===== config.mk =====
export PLATFORM = sky130hd
export DESIGN_NAME = dec_job_scheduler
export DESIGN_NICKNAME = d
export VERILOG_FILES = /design/src/rtl/dec_sched_pkg.sv /design/src/rtl/sched_job_fifo.sv /design/src/rtl/dec_job_scheduler.sv
export SDC_FILE = /design/constraint.sdc
export NUM_CORES = 1
export LEC_CHECK = 0
export ABC_AREA = 0
export CAP_MARGIN = 0
export CELL_PAD_IN_SITES_DETAIL_PLACEMENT = 1
export CELL_PAD_IN_SITES_GLOBAL_PLACEMENT = 2
export CORE_UTILIZATION = 45
export CTS_BUF_LIST = sky130_fd_sc_hd__clkbuf_16
export DETAILED_ROUTE_END_ITERATION = 16
export PLACE_DENSITY = 0.95
export SETUP_SLACK_MARGIN = 0.4
export SLEW_MARGIN = 20
export SYNTH_ARGS = -nofsm -noshare
export SYNTH_HDL_FRONTEND = slang
export SYNTH_SLANG_ARGS = --single-unit

===== constraint.sdc =====
create_clock -name clk -period 17.6 [get_ports clk]
set_clock_uncertainty 0.15 [all_clocks]
set_input_delay 1.76 -clock clk [delete_from_list [all_inputs] [get_ports clk]]
set_output_delay 1.76 -clock clk [all_outputs]
set_load 0.02 [all_outputs]

===== src/rtl/dec_sched_pkg.sv =====
// Shared types and constants for the decompression job scheduler.
// Latency: n/a (types and constants only).
// Backpressure: n/a.
package dec_sched_pkg;

    typedef enum logic [2:0] {
        IDLE,
        ISSUE,
        RUN,
        REPORT,
        DRAIN
    } state_t;

    localparam logic [1:0] ST_OK      = 2'b00;
    localparam logic [1:0] ST_TIMEOUT = 2'b01;
    localparam logic [1:0] ST_SKIPPED = 2'b10;

    localparam int JOB_ID_W = 16;
    localparam int LEN_W    = 32;

    // Packed descriptor: job id, source and destination addresses, two lengths.
    function automatic int desc_width(input int addr_w);
        return JOB_ID_W + 2 * addr_w + 2 * LEN_W;
    endfunction

endpackage


===== src/rtl/sched_job_fifo.sv =====
// Synchronous FIFO holding packed job descriptors; head is visible combinationally.
// Latency: a pushed entry is visible at the head one cycle after the push edge.
// Backpressure: push is ignored while full (full is registered, so a same-cycle pop does not free a slot).
module sched_job_fifo #(
    parameter int WIDTH = 8,
    parameter int DEPTH = 4,
    parameter int LW    = $clog2(DEPTH) + 1
) (
    input  logic             clk,
    input  logic             rst_n,
    input  logic             push,
    input  logic [WIDTH-1:0] push_dat,
    input  logic             pop,
    output logic [WIDTH-1:0] pop_dat,
    output logic [LW-1:0]    level,
    output logic             full,
    output logic             empty
);

    localparam int PW = $clog2(DEPTH);

    logic [WIDTH-1:0] mem [DEPTH];
    logic [PW-1:0]    wr_ptr;
    logic [PW-1:0]    rd_ptr;
    logic             do_push;
    logic             do_pop;
    logic [LW-1:0]    level_nxt;

    assign do_push = push && !full;
    assign do_pop  = pop && !empty;
    assign pop_dat = mem[rd_ptr];

    // Next occupancy; a simultaneous push and pop leaves it unchanged.
    always_comb begin
        level_nxt = level;
        case ({do_push, do_pop})
            2'b10:   level_nxt = level + 1'b1;
            2'b01:   level_nxt = level - 1'b1;
            default: level_nxt = level;
        endcase
    end

    // Storage array carries no reset; only entries between the pointers are meaningful.
    always_ff @(posedge clk) begin
        if (do_push) begin
            mem[wr_ptr] <= push_dat;
        end
    end

    // Pointers wrap naturally because DEPTH is a power of two.
    always_ff @(posedge clk or negedge rst_n) begin
        if (!rst_n) begin
            wr_ptr <= '0;
            rd_ptr <= '0;
            level  <= '0;
            full   <= 1'b0;
            empty  <= 1'b1;
        end else begin
            if (do_push) wr_ptr <= wr_ptr + 1'b1;
            if (do_pop)  rd_ptr <= rd_ptr + 1'b1;
            level <= level_nxt;
            full  <= (level_nxt == LW'(DEPTH));
            empty <= (level_nxt == '0);
        end
    end

endmodule


===== src/rtl/dec_job_scheduler.sv =====
// Queues decompression descriptors and issues them one at a time to axi_io, reporting status.
// Latency: enqueue at edge N into an idle system raises dec_start from N+1 to N+2.
// Backpressure: enq_ready low while the queue is full; completions hold until cmpl_ready.
module dec_job_scheduler #(
    parameter int C_M_AXI_ADDR_WIDTH = 64,
    parameter int QUEUE_DEPTH        = 4,
    parameter int TMO_WIDTH          = 32
) (
    input  logic                          clk,
    input  logic                          rst_n,
    input  logic                          enq_valid,
    output logic                          enq_ready,
    input  logic [15:0]                   enq_job_id,
    input  logic [C_M_AXI_ADDR_WIDTH-1:0] enq_src_addr,
    input  logic [C_M_AXI_ADDR_WIDTH-1:0] enq_des_addr,
    input  logic [31:0]                   enq_comp_len,
    input  logic [31:0]                   enq_decomp_len,
    output logic                          dec_job_valid,
    output logic                          dec_start,
    output logic [15:0]                   dec_job_id,
    output logic [C_M_AXI_ADDR_WIDTH-1:0] dec_src_addr,
    output logic [C_M_AXI_ADDR_WIDTH-1:0] dec_des_addr,
    output logic [31:0]                   dec_comp_len,
    output logic [31:0]                   dec_decomp_len,
    input  logic                          dec_done,
    input  logic                          dec_idle,
    input  logic [TMO_WIDTH-1:0]          timeout_cycles,
    output logic                          cmpl_valid,
    input  logic                          cmpl_ready,
    output logic [15:0]                   cmpl_job_id,
    output logic [1:0]                    cmpl_status,
    output logic [$clog2(QUEUE_DEPTH):0]  queue_level,
    output logic                          busy
);

    import dec_sched_pkg::*;

    localparam int AW     = C_M_AXI_ADDR_WIDTH;
    localparam int DESC_W = desc_width(AW);

    typedef struct packed {
        logic [15:0]   job_id;
        logic [AW-1:0] src_addr;
        logic [AW-1:0] des_addr;
        logic [31:0]   comp_len;
        logic [31:0]   decomp_len;
    } desc_t;

    desc_t                 enq_desc;
    desc_t                 head;
    logic [DESC_W-1:0]     head_dat;
    logic                  fifo_full;
    logic                  fifo_empty;
    logic                  push;
    logic                  pop;
    logic                  timeout_hit;
    state_t                state;
    logic                  drain;
    logic [TMO_WIDTH-1:0]  wdog;

    assign enq_desc  = '{enq_job_id, enq_src_addr, enq_des_addr, enq_comp_len, enq_decomp_len};
    assign head      = desc_t'(head_dat);
    assign enq_ready = !fifo_full;
    assign push      = enq_valid && enq_ready;
    // Only pop when the decompressor reports idle and nothing is in flight.
    assign pop       = (state == IDLE) && !fifo_empty && dec_idle;
    assign busy      = (state != IDLE) || !fifo_empty;
    // Unsigned compare; >= also catches a limit lowered while a job is running.
    assign timeout_hit = (timeout_cycles != '0) && (wdog >= timeout_cycles - TMO_WIDTH'(1));

    sched_job_fifo #(
        .WIDTH (DESC_W),
        .DEPTH (QUEUE_DEPTH),
        .LW    ($clog2(QUEUE_DEPTH) + 1)
    ) u_fifo (
        .clk      (clk),
        .rst_n    (rst_n),
        .push     (push),
        .push_dat (enq_desc),
        .pop      (pop),
        .pop_dat  (head_dat),
        .level    (queue_level),
        .full     (fifo_full),
        .empty    (fifo_empty)
    );

    // Job sequencing FSM with registered control, descriptor and completion outputs.
    always_ff @(posedge clk or negedge rst_n) begin
        if (!rst_n) begin
            state          <= IDLE;
            drain          <= 1'b0;
            wdog           <= '0;
            dec_job_valid  <= 1'b0;
            dec_start      <= 1'b0;
            dec_job_id     <= '0;
            dec_src_addr   <= '0;
            dec_des_addr   <= '0;
            dec_comp_len   <= '0;
            dec_decomp_len <= '0;
            cmpl_valid     <= 1'b0;
            cmpl_job_id    <= '0;
            cmpl_status    <= ST_OK;
        end else begin
            case (state)
                IDLE: begin
                    if (pop) begin
                        dec_job_id     <= head.job_id;
                        dec_src_addr   <= head.src_addr;
                        dec_des_addr   <= head.des_addr;
                        dec_comp_len   <= head.comp_len;
                        dec_decomp_len <= head.decomp_len;
                        if ((head.comp_len == '0) || (head.decomp_len == '0)) begin
                            state       <= REPORT;
                            cmpl_valid  <= 1'b1;
                            cmpl_job_id <= head.job_id;
                            cmpl_status <= ST_SKIPPED;
                        end else begin
                            state         <= ISSUE;
                            dec_job_valid <= 1'b1;
                            dec_start     <= 1'b1;
                        end
                    end
                end
                ISSUE: begin
                    dec_job_valid <= 1'b0;
                    dec_start     <= 1'b0;
                    wdog          <= '0;
                    state         <= RUN;
                end
                RUN: begin
                    if (dec_done) begin
                        state       <= REPORT;
                        cmpl_valid  <= 1'b1;
                        cmpl_job_id <= dec_job_id;
                        cmpl_status <= ST_OK;
                        wdog        <= '0;
                    end else if (timeout_hit) begin
                        state       <= REPORT;
                        cmpl_valid  <= 1'b1;
                        cmpl_job_id <= dec_job_id;
                        cmpl_status <= ST_TIMEOUT;
                        drain       <= 1'b1;
                        wdog        <= '0;
                    end else if (wdog != '1) begin
                        wdog <= wdog + 1'b1;
                    end
                end
                REPORT: begin
                    if (cmpl_ready) begin
                        cmpl_valid <= 1'b0;
                        state      <= drain ? DRAIN : IDLE;
                    end
                end
                DRAIN: begin
                    // A timed-out job may still be running; wait for axi_io to go idle.
                    if (dec_idle) begin
                        drain <= 1'b0;
                        state <= IDLE;
                    end
                end
                default: state <= IDLE;
            endcase
        end
    end

endmodule


==> key figures <==
Critical path
  • Slowest-stage cell, CP: o211a_1
  • Crit path kind: input port to flop
  • Max incr delay on CP: 0.94 ns
  • Critical Path RT: about 18 ns
  • Worst Setup End Kind: flop
  • Crit path DAT: 7.89 ns
  • Critical Path, Cell by Cell: clkdlybuf4s50_1 > nor4_1 > nand4_1 > nor2_1 > and2_1 > nand2b_1 > nor3_1 > xnor2_1 > ha_1 > nand4_1 > nor4_1 > nor3b_1 > a21o_1 > o211a_1 > mux2_1
  • Critical-path maximum fanout: 23
  • Startpoint types: input port

Routing
  • Routed WL: about 110 mm
  • Final antenna-violating net count: 0
  • Via count: 24230
  • Initial DRC Count: ~1600
  • DR pass1 iterations: 5
  • Average wire per standard cell: 26.00 um
  • Drc violations: 0
  • Vias per inst: 5.525

Global routing
  • Grt ovf: 0
  • Initial antenna violation count: 24
  • Largest net degree at the start of global routing: 168
  • First-pass GRT wire length: 171.0 mm
  • Vias in the first global route: 27000
  • Gr usage total: 23.98%

Synth
  • FFs w/ async S/R, synth: 24.71%
  • Synth area leader: edfxtp_1
  • EDFF count, synth: 832
  • Cell count after synthesis: 2520
  • Mapped Area: 42560 um^2
  • Synth top cells by count: edfxtp_1 (832), nand2_1 (673), dfrtp_1 (272)
  • Synth area leaders: edfxtp_1 (59%), dfrtp_1 (16%), mux4_2 (11%)
  • Synth Warn #: 0
  • Top_reg_cell synth: edfxtp_1
  • Synth Net Count: 2807
  • Sequential-to-total area share from yosys stat: 74.75%
  • Seq cells post-synth: 1105
  • Cell variety after synth: 60
  • Syn Area/Cell: approximately 17 um^2
  • Cell with the most instances after synthesis: edfxtp_1
  • Share of the synthesized area in the top cell type: 58.70%

Clocking
  • Post-CTS Setup Inserts: 0
  • Cts hold-fix bufs: 0
  • Clk Latency, worst-skew pair: 0.70 ns
  • Clock sinks: 1105
  • CTS H-tree lvls: 3
  • CTS clk-pin slew, worst paths: 0.06 ns
  • CTS buffer count: 108
  • CTS Buffer Depth: 3
  • Post_cts resized: 0
  • CTS tree: done
  • Root Buffer: clkbuf_16

Timing
  • Peak Freq: 133.6 MHz
  • Slew Viols, Final: 0
  • Final hold vios: 0
  • Tcrit/Tclk final: 42.52%
  • Worst Max-Slew Pin Slew: approximately 1.1 ns
  • Final min period: 7.484 ns
  • RSZ-0062 raised after global routing: no
  • Setup TNS: 0 ns
  • # setup viols final: 0
  • Max_slew headroom: 27.02%

Min path
  • HP Class: flop to flop

Pwr
  • Worst vdd ir: 0.1866 mV
  • Static leakage: 19.15 nW
  • Pwr Density: ~170 nW/um^2
  • Total power: around 9 mW

Cells and area
  • Layout cells sized above 1: 13.47%
  • Area Overhead vs Synth: 22.49%
  • # nets final: 3310

Die
  • Core area: 93470 um^2
  • # IOs: 480
  • Die area: about 96000 um^2
  • Row count: between 100 and 150
  • Initial Util: 45.54%
  • Die Y-Extent: 309.5 um
  • Chip width: between 300 and 400 um

Placed design
  • Detailed Place HPWL: 70.66 mm
  • Placer Congestion: around 0.84
  • IO buf count: 479

Outcome
  • Status: finished clean

Run
  • Max-Cap Viols: 0
-- cell usage in the layout, fill, tap and decap left out, types with 4 or more instances in the layout --
cell / n
nand3_1: 31
a211oi_1: 4
a41oi_1: 4
nor2b_1: 6
a31oi_1: 13
mux2_2: 17
a21oi_1: 23
inv_1: 47
and4_1: 4
mux4_2: 208
xor2_1: 16
clkdlybuf4s50_1: 478
edfxtp_1: 832
o21ai_0: 21
inv_6: 4
a21o_1: 19
diode_2: 14
bufinv_16: 6
nand4_1: 17
mux2_4: 8
or3_1: 6
and3_1: 6
mux2_1: 8
nor3_1: 24
nor2_1: 30
nand2b_1: 6
nand2_1: 672
nor4_1: 28
and2_1: 6
ha_1: 40
clkbuf_16: 109
clkinvlp_4: 4
xnor2_1: 20
buf_4: 22
dfrtp_1: 270
clkinv_1: 30
clkinv_2: 20
and2_4: 4
-- through the flow --
stage          hold WS, ns  setup slack, ns  cell area [um^2]  std cells  utilization, %
5_1_grt             0.3486            9.447             52130       4383           55.77
3_5_place_dp        0.3122            9.466             48740       4167           52.14
2_1_floorplan       0.3413            9.987             42560       2520               -
4_1_cts             0.3286            10.16             52100       4372           55.74
6_report            0.3266            10.12             52140       4386           55.78
3_3_place_gp        0.3066            9.834             48740       4167           52.14
-- worst max-delay path, delay by kind of cell --
family | cells | cell delay, ns
AND/OR/NAND/NOR | 9 | 3.14
AO/OA/AOI/OAI | 2 | 1.64
buffers and inverters | 1 | 0.49
multiplexers | 1 | 0.40
adder cells (fa/ha/maj) | 1 | 0.32
XOR/XNOR | 1 | 0.12
-- layer usage --
layer / vias up / share of wire [%] / GRT usage [%]
met5: - / 0.15 / 0
met4: 26 / 2.2 / 7.506
met3: 181 / 6.9 / 6.196
met2: 722 / 53 / 41.98
met1: 12790 / 38 / 28.96
li1: 10510 / - / -
-- path summary, 6_finish.rpt --
| check | depth (start not counted) | end | startpoint | slack, ns |
|---|---|---|---|---|
| max reg2reg | 9 | cmpl_job_id[1] | u_fifo.rd_ptr[0] | 11.54 |
| min reg2reg | 2 | dec_des_addr[37] | dec_des_addr[37] | 0.33 |
| max in group asynchronous | 2 | u_fifo.rd_ptr[1] | rst_n | 14.84 |
| max | 15 | cmpl_job_id[1] | timeout_cycles[3] | 10.12 |
| min in group asynchronous | 1 | dec_src_addr[23] | rst_n | 0.87 |
| min | 2 | dec_des_addr[37] | dec_des_addr[37] | 0.33 |
-- cell families (layout without fill, tap and decap cells) --
group | Yosys count | after routing | synth area share, %
simple gates | 856 | 856 | 8.393
other cells | 0 | 14 | 0
flops | 1105 | 1105 | 74.75
compound gates | 110 | 110 | 1.681
mux | 241 | 241 | 11.95
xor+xnor | 36 | 36 | 0.7408
buf+inv | 131 | 729 | 1.261
fa+ha+maj | 41 | 41 | 1.223
-- power by group --
group / internal (mW) / switching (mW) / leakage (nW)
Clock: 1.21 / 0.992 / 1.75
Combinational: 1.20 / 1.58 / 6.32
Sequential: 3.47 / 0.313 / 11.1
-- registers in the layout, summed over array words and instances (netlist names), 3 cells and up --
name	flops
u_fifo.mem	832
dec_des_addr	64
dec_job_id	16
u_fifo.level	3
state	3
wdog	32
dec_decomp_len	32
dec_comp_len	32
cmpl_job_id	16
dec_src_addr	64
-- final cells by class --
class	instances	area, um^2
fill	8596	41330
sequential	1105	31820
multi-input combinational	1284	10240
timing repair buffer	504	5025
clock buffer	109	2728
tap	1254	1569
clock inverter	96	638.1
inverter	20	80.08
antenna	14	35.03
(Power assumes the default switching activity.)
